==> src/rtl/vec_store_serializer.sv <==
// -----------------------------------------------------------------------------
// vec_store_serializer
//
// Purpose:
//   Takes one V-lane vector ALU result (V lanes of N bits) through a
//   valid/ready handshake, buffers it, and writes it out one lane per memory
//   transaction over a single N-bit write port. Lane k goes to word address
//   base+k (modulo 2^AW). A one-cycle done pulse follows the last
//   acknowledged write.
//
// Ports:
//   clk, rst_n      clock / asynchronous active-low reset
//   in_valid        upstream presents a vector
//   in_ready        block can accept a vector this cycle
//   in_data         lane data, lane 0 at index 0
//   in_base         word address for lane 0
//   in_mask         (VEC_STORE_MASK_EN only) per-lane write enable
//   mem_we          write request, held until mem_ack
//   mem_addr        write word address
//   mem_wdata       write data
//   mem_ack         memory accepts the current write this cycle
//   busy            a vector is held or being written
//   done            one-cycle pulse after the last lane write is acked
//
// Configuration:
//   `define VEC_STORE_MASK_EN adds in_mask. Lanes with a 0 mask bit are
//   skipped without spending a cycle; an all-zero mask goes straight from
//   accept to DONE. Without the macro every lane is written.
// -----------------------------------------------------------------------------
module vec_store_serializer #(
    parameter int N  = 20,
    parameter int V  = 8,
    parameter int AW = 20
) (
    input  logic                clk,
    input  logic                rst_n,
    input  logic                in_valid,
    output logic                in_ready,
    input  logic [V-1:0][N-1:0] in_data,
    input  logic [AW-1:0]       in_base,
`ifdef VEC_STORE_MASK_EN
    input  logic [V-1:0]        in_mask,
`endif
    output logic                mem_we,
    output logic [AW-1:0]       mem_addr,
    output logic [N-1:0]        mem_wdata,
    input  logic                mem_ack,
    output logic                busy,
    output logic                done
);

    localparam int LW = (V > 1) ? $clog2(V) : 1;

    typedef enum logic [1:0] {IDLE, WRITE, DONE} state_t;

    state_t              state_q,     state_d;
    logic [LW-1:0]       lane_q,      lane_d;
    logic [V-1:0][N-1:0] buf_q,       buf_d;
    logic [AW-1:0]       base_q,      base_d;
    logic                in_ready_q,  in_ready_d;
    logic                mem_we_q,    mem_we_d;
    logic [AW-1:0]       mem_addr_q,  mem_addr_d;
    logic [N-1:0]        mem_wdata_q, mem_wdata_d;
    logic                busy_q,      busy_d;
    logic                done_q,      done_d;

    // Lane enables: new_en for the vector on the input, lane_en for the one
    // held in the buffer.
    logic [V-1:0] new_en;
    logic [V-1:0] lane_en;

`ifdef VEC_STORE_MASK_EN
    logic [V-1:0] mask_q, mask_d;
    assign new_en  = in_mask;
    assign lane_en = mask_q;
`else
    assign new_en  = '1;
    assign lane_en = '1;
`endif

    // Lowest enabled lane at index >= from, returned as {found, index}.
    // Searching downwards lets the lowest match overwrite higher ones.
    function automatic logic [LW:0] find_set(input logic [V-1:0] en, input int from);
        logic [LW:0] r;
        r = '0;
        for (int i = V - 1; i >= 0; i--) begin
            if (i >= from && en[i]) r = {1'b1, LW'(i)};
        end
        return r;
    endfunction

    logic          accept;
    logic          first_found, next_found;
    logic [LW-1:0] first_idx,   next_idx;

    assign accept = in_valid && in_ready_q;
    assign {first_found, first_idx} = find_set(new_en, 0);
    assign {next_found,  next_idx}  = find_set(lane_en, int'(lane_q) + 1);

    always_comb begin
        state_d     = state_q;
        lane_d      = lane_q;
        buf_d       = buf_q;
        base_d      = base_q;
        in_ready_d  = in_ready_q;
        mem_we_d    = mem_we_q;
        mem_addr_d  = mem_addr_q;
        mem_wdata_d = mem_wdata_q;
        busy_d      = busy_q;
        done_d      = 1'b0;
`ifdef VEC_STORE_MASK_EN
        mask_d      = mask_q;
`endif

        case (state_q)
            // DONE accepts exactly like IDLE so vectors can stream back to back.
            IDLE, DONE: begin
                state_d = IDLE;
                busy_d  = 1'b0;
                if (accept) begin
                    buf_d  = in_data;
                    base_d = in_base;
`ifdef VEC_STORE_MASK_EN
                    mask_d = in_mask;
`endif
                    if (first_found) begin
                        // First write is presented in the cycle right after accept.
                        state_d     = WRITE;
                        lane_d      = first_idx;
                        in_ready_d  = 1'b0;
                        busy_d      = 1'b1;
                        mem_we_d    = 1'b1;
                        mem_addr_d  = in_base + AW'(first_idx);
                        mem_wdata_d = in_data[first_idx];
                    end else begin
                        // Nothing enabled: no write, pulse done next cycle.
                        state_d = DONE;
                        lane_d  = '0;
                        done_d  = 1'b1;
                    end
                end
            end

            WRITE: begin
                // Outputs only move on an acknowledged write; a stall simply
                // holds everything.
                if (mem_ack) begin
                    if (next_found) begin
                        lane_d      = next_idx;
                        mem_addr_d  = base_q + AW'(next_idx);
                        mem_wdata_d = buf_q[next_idx];
                    end else begin
                        state_d    = DONE;
                        mem_we_d   = 1'b0;
                        busy_d     = 1'b0;
                        in_ready_d = 1'b1;
                        done_d     = 1'b1;
                    end
                end
            end

            default: begin
                state_d    = IDLE;
                in_ready_d = 1'b1;
                mem_we_d   = 1'b0;
                busy_d     = 1'b0;
            end
        endcase
    end

    always_ff @(posedge clk or negedge rst_n) begin
        if (!rst_n) begin
            state_q     <= IDLE;
            lane_q      <= '0;
            buf_q       <= '0;
            base_q      <= '0;
            in_ready_q  <= 1'b1;
            mem_we_q    <= 1'b0;
            mem_addr_q  <= '0;
            mem_wdata_q <= '0;
            busy_q      <= 1'b0;
            done_q      <= 1'b0;
`ifdef VEC_STORE_MASK_EN
            mask_q      <= '0;
`endif
        end else begin
            state_q     <= state_d;
            lane_q      <= lane_d;
            buf_q       <= buf_d;
            base_q      <= base_d;
            in_ready_q  <= in_ready_d;
            mem_we_q    <= mem_we_d;
            mem_addr_q  <= mem_addr_d;
            mem_wdata_q <= mem_wdata_d;
            busy_q      <= busy_d;
            done_q      <= done_d;
`ifdef VEC_STORE_MASK_EN
            mask_q      <= mask_d;
`endif
        end
    end

    assign in_ready  = in_ready_q;
    assign mem_we    = mem_we_q;
    assign mem_addr  = mem_addr_q;
    assign mem_wdata = mem_wdata_q;
    assign busy      = busy_q;
    assign done      = done_q;

endmodule
==> config.mk <==
export PLATFORM = sky130hd
export DESIGN_NAME = vec_store_serializer
export DESIGN_NICKNAME = d
export VERILOG_FILES = /design/src/rtl/vec_store_serializer.sv
export SDC_FILE = /design/constraint.sdc
export NUM_CORES = 1
export LEC_CHECK = 0
export ABC_AREA = 1
export CORE_AREA = 2 2 159 161
export DETAILED_ROUTE_END_ITERATION = 6
export DIE_AREA = 0 0 161 163
export PLACE_DENSITY_LB_ADDON = 0.15
export SETUP_SLACK_MARGIN = 0.02
export SLEW_MARGIN = 20
export SYNTH_ARGS = -nofsm -noshare
export SYNTH_HDL_FRONTEND = slang
export SYNTH_SLANG_ARGS = --single-unit
export TNS_END_PERCENT = 5
==> constraint.sdc <==
create_clock -name clk -period 2.5 [get_ports clk]
set_clock_uncertainty 0.15 [all_clocks]
set_input_delay 0.5 -clock clk [delete_from_list [all_inputs] [get_ports clk]]
set_output_delay 0.5 -clock clk [all_outputs]
set_load 0.01 [all_outputs]
==> flow_summary.ini, run 1 <==
[final_layout]
antennaDiodeCount = 0
nets = 1851
register_area_mm2 = 0.00573
fill_cells = 2306
drive_gt1_share_pct = 5.47
multi_input_area_mm2 = 0.00457
final_util_pct = 58.8
areaGrowthSynthToFinish_pct = 32.6

[detailed_routing]
ant_nets = 0
drt_pass1_iterations = 7
drt_wl_total_um = 31700
vias = 9996
wl_per_cell_um = 15.8
vias_per_cell = 4.97
drtIter0Drc = 671
route.detailed.drc = 0

[power]
ir_drop_mv = 0.419
power.density_mw_per_mm2 = 557
p_leak_uw = 0.00739
switchingPower_uw = 1720
pwr-share-seq_pct = 45.9
p_int_uw = 6360
p_clk_share_pct = 49.0
p_comb_share_pct = 5.2
swShare_pct = 21.3

[sta]
slew_headroom_pct = 45.5
hold_violations = 0
period_minus_slack_ps = 2380
slew_violations = 0
fmax_mhz = 421
worstMarginPinSlew_ps = 818
tns_ps = 0
finalCritPeriodShare_pct = 95.1
hold-worst-slack_ps = 317
setup-violations-final = 0
rsz0062_at_grt = yes

[worst_setup_path]
endpoint_kind = register
slowest_delay_ps = 440
setup.worst_path.start_class = register
crit_type = register to register
crit_path_frequent_cell = nand2_1
cp.arrival_ps = 2650
cp_cell_sequence = ha_1 > xor2_1 > nand2_1 > inv_1 > ha_1 > or2_2 > nand2_2 > nor2_4 > xnor2_1 > nand2_1 > nand2_1 > nand2_1
cpMaxStageDelayCell = dfrtp_2
crit_fanout = 7
crit_required_ps = 2770

[cts]
cts_tree = yes
clkTransAtPathRegs_ps = 60
htree_levels = 1
cts_sinks = 229
clkLatencyLatePin_ps = 530
cts_root_buffer = clkbuf_16
clockBufferDepth = 3
cts_made_buffers = 26

[logic_synthesis]
synth_seq_area_share_pct = 52.4
ys_types = 28
synth_edf_count = 0
async_reset_ff_share_pct = 100
synthCells = 1459
synth_nets = 1649
ys_dominant_reg_cell = dfrtp_1
synth_warnings = 0
synth_seq_cells = 229
syn_area_mm2 = 0.0109
synth.avg_cell_area_um2 = 7.50

[grt]
grt_overflow = 0
grt_max_degree = 145
grtUsageTotal_pct = 24.1
grt_first_pass_wirelength_um = 50700
antenna_found_initial = 0
grt_pass1_vias = 9772

[die]
start_util_pct = 44.4
dieArea_mm2 = 0.0262
io-pin-count = 228
core_area_mm2 = 0.0247
fp.dieH_um = 163
die_w_um = 161
floorplan.rows = 58

[min_path]
min_path_type = input pin to asynchronous set/reset pin

[run_status]
status = finished, final reports clean

[place]
dp_hpwl_um = 21400
port-buffer-count = 227
place_congestion = 0.828

[job]
maxCapViolations = 0
-- path summary, 6_finish.rpt --
check,from,end,slack (ps),cells past startpoint
max in group asynchronous,rst_n,mem_wdata[3],1090,3
min in group clk,buf_q[107],buf_q[107],320,2
min reg2reg,buf_q[107],buf_q[107],320,2
min,rst_n,buf_q[78],320,2
max reg2reg,lane_q[0],mem_addr[7],120,12
max,lane_q[0],mem_addr[7],120,12
-- synthesized netlist by cell type, types with 2 or more instances --
master / n / share of area (%)
a21oi_1: 23 / 1.1
buf_1: 2 / 0.069
buf_2: 21 / 0.96
clkbuf_1: 59 / 2.0
dfrtp_1: 228 / 52
ha_1: 5 / 0.57
inv_1: 83 / 2.8
inv_2: 5 / 0.17
nand2_1: 631 / 22
nand3_1: 40 / 1.8
nand3b_1: 5 / 0.34
nand4_1: 3 / 0.17
nor2_1: 143 / 4.9
o21ai_0: 136 / 6.2
o22ai_1: 38 / 2.2
or2_0: 20 / 1.1
xnor2_1: 4 / 0.32
xor2_1: 3 / 0.24
-- registers in the layout, indices dropped and copies added, names as in the netlist --
name and flops:
buf_q 160, base_q 20, mem_addr 20, mem_wdata 20
lane_q 3, state_q 2, busy 1, done 1
in_ready 1, mem_we 1
-- critical path, delay by kind of cell, from the launching register on --
kind | cells | cell delay [ps]
flops | 1 | 440
buf+inv | 1 | 60
xor+xnor | 2 | 300
simple gates | 7 | 780
fa+ha+maj | 2 | 530
-- power groups by stage --
stage | Combinational [uW] | Sequential [uW] | Clock [uW]
after floorplan | 23.5 | 3780 | 0
after global placement | 421 | 3770 | 0
after detailed placement | 421 | 3770 | 0
after CTS | 425 | 3710 | 4030
after global routing | 453 | 3700 | 4180
final | 417 | 3710 | 3960
-- cell usage in the layout (no fill, tap or decap), types with 23 or more instances in the layout --
cell and n:
a21oi_1 23, nand2_1 629, o22ai_1 38, nor2_1 143, nand3_1 40, inv_1 82, o21ai_0 136, buf_4 24
clkbuf_16 26, dfrtp_1 227, clkdlybuf4s50_1 226
-- metal layers --
metal	track usage, %	part of all wire, %	up-vias	wire length, um
li1	-	-	4957	-
met1	33.9	45	4663	14400
met2	39.2	46	327	14600
met3	3.49	5.8	49	1830
met4	6.98	2.7	0	870
met5	0	0	-	0
-- stage by stage --
| step | area (um^2) | worst slack (ps) | power [uW] | cells |
|---|---|---|---|---|
| 3_5_place_dp | 13600 | 98.6 | 4190 | 1962 |
| 4_1_cts | 14500 | 75.8 | 8170 | 2011 |
| 2_1_floorplan | 11000 | 41.5 | 3800 | 1459 |
| 3_3_place_gp | 13600 | 161 | 4200 | 1962 |
| 6_report | 14500 | 123 | 8080 | 2011 |
| 5_1_grt | 14500 | 0.446 | 8340 | 2011 |
-- final cells by class --
class,instances,share of cell area (%)
inverter,88,2.29
sequential,229,39.5
clock inverter,10,0.827
timing repair buffer,257,17.7
tap,330,2.84
multi-input combinational,1059,31.4
clock buffer,38,5.41
-- timing repair --
action,CTS,global route
setup buffers,0,0
resized for setup,0,5
hold buffers,1,0
endpoints found under the setup margin,0,13
endpoints found under the hold margin,45,0
-- cells by family after synthesis --
family                   share of synthesized area (%)
flip-flops                                        52.4
AO/OA/AOI/OAI                                     9.76
buffers and inverters                             6.17
AND/OR/NAND/NOR                                   30.4
XOR/XNOR                                         0.560
adder cells (fa/ha/maj)                          0.754
(Power assumes the default switching activity.)
==> run 2, diff against run 1 <==
--- a/config.mk
+++ b/config.mk
@@ -11,7 +11,6 @@
 export DIE_AREA = 0 0 161 163
 export PLACE_DENSITY_LB_ADDON = 0.15
 export SETUP_SLACK_MARGIN = 0.02
-export SLEW_MARGIN = 20
 export SYNTH_ARGS = -nofsm -noshare
 export SYNTH_HDL_FRONTEND = slang
 export SYNTH_SLANG_ARGS = --single-unit
==> results of run 2 <==
The final DEF is identical to that of run 1; final timing and power are the same.
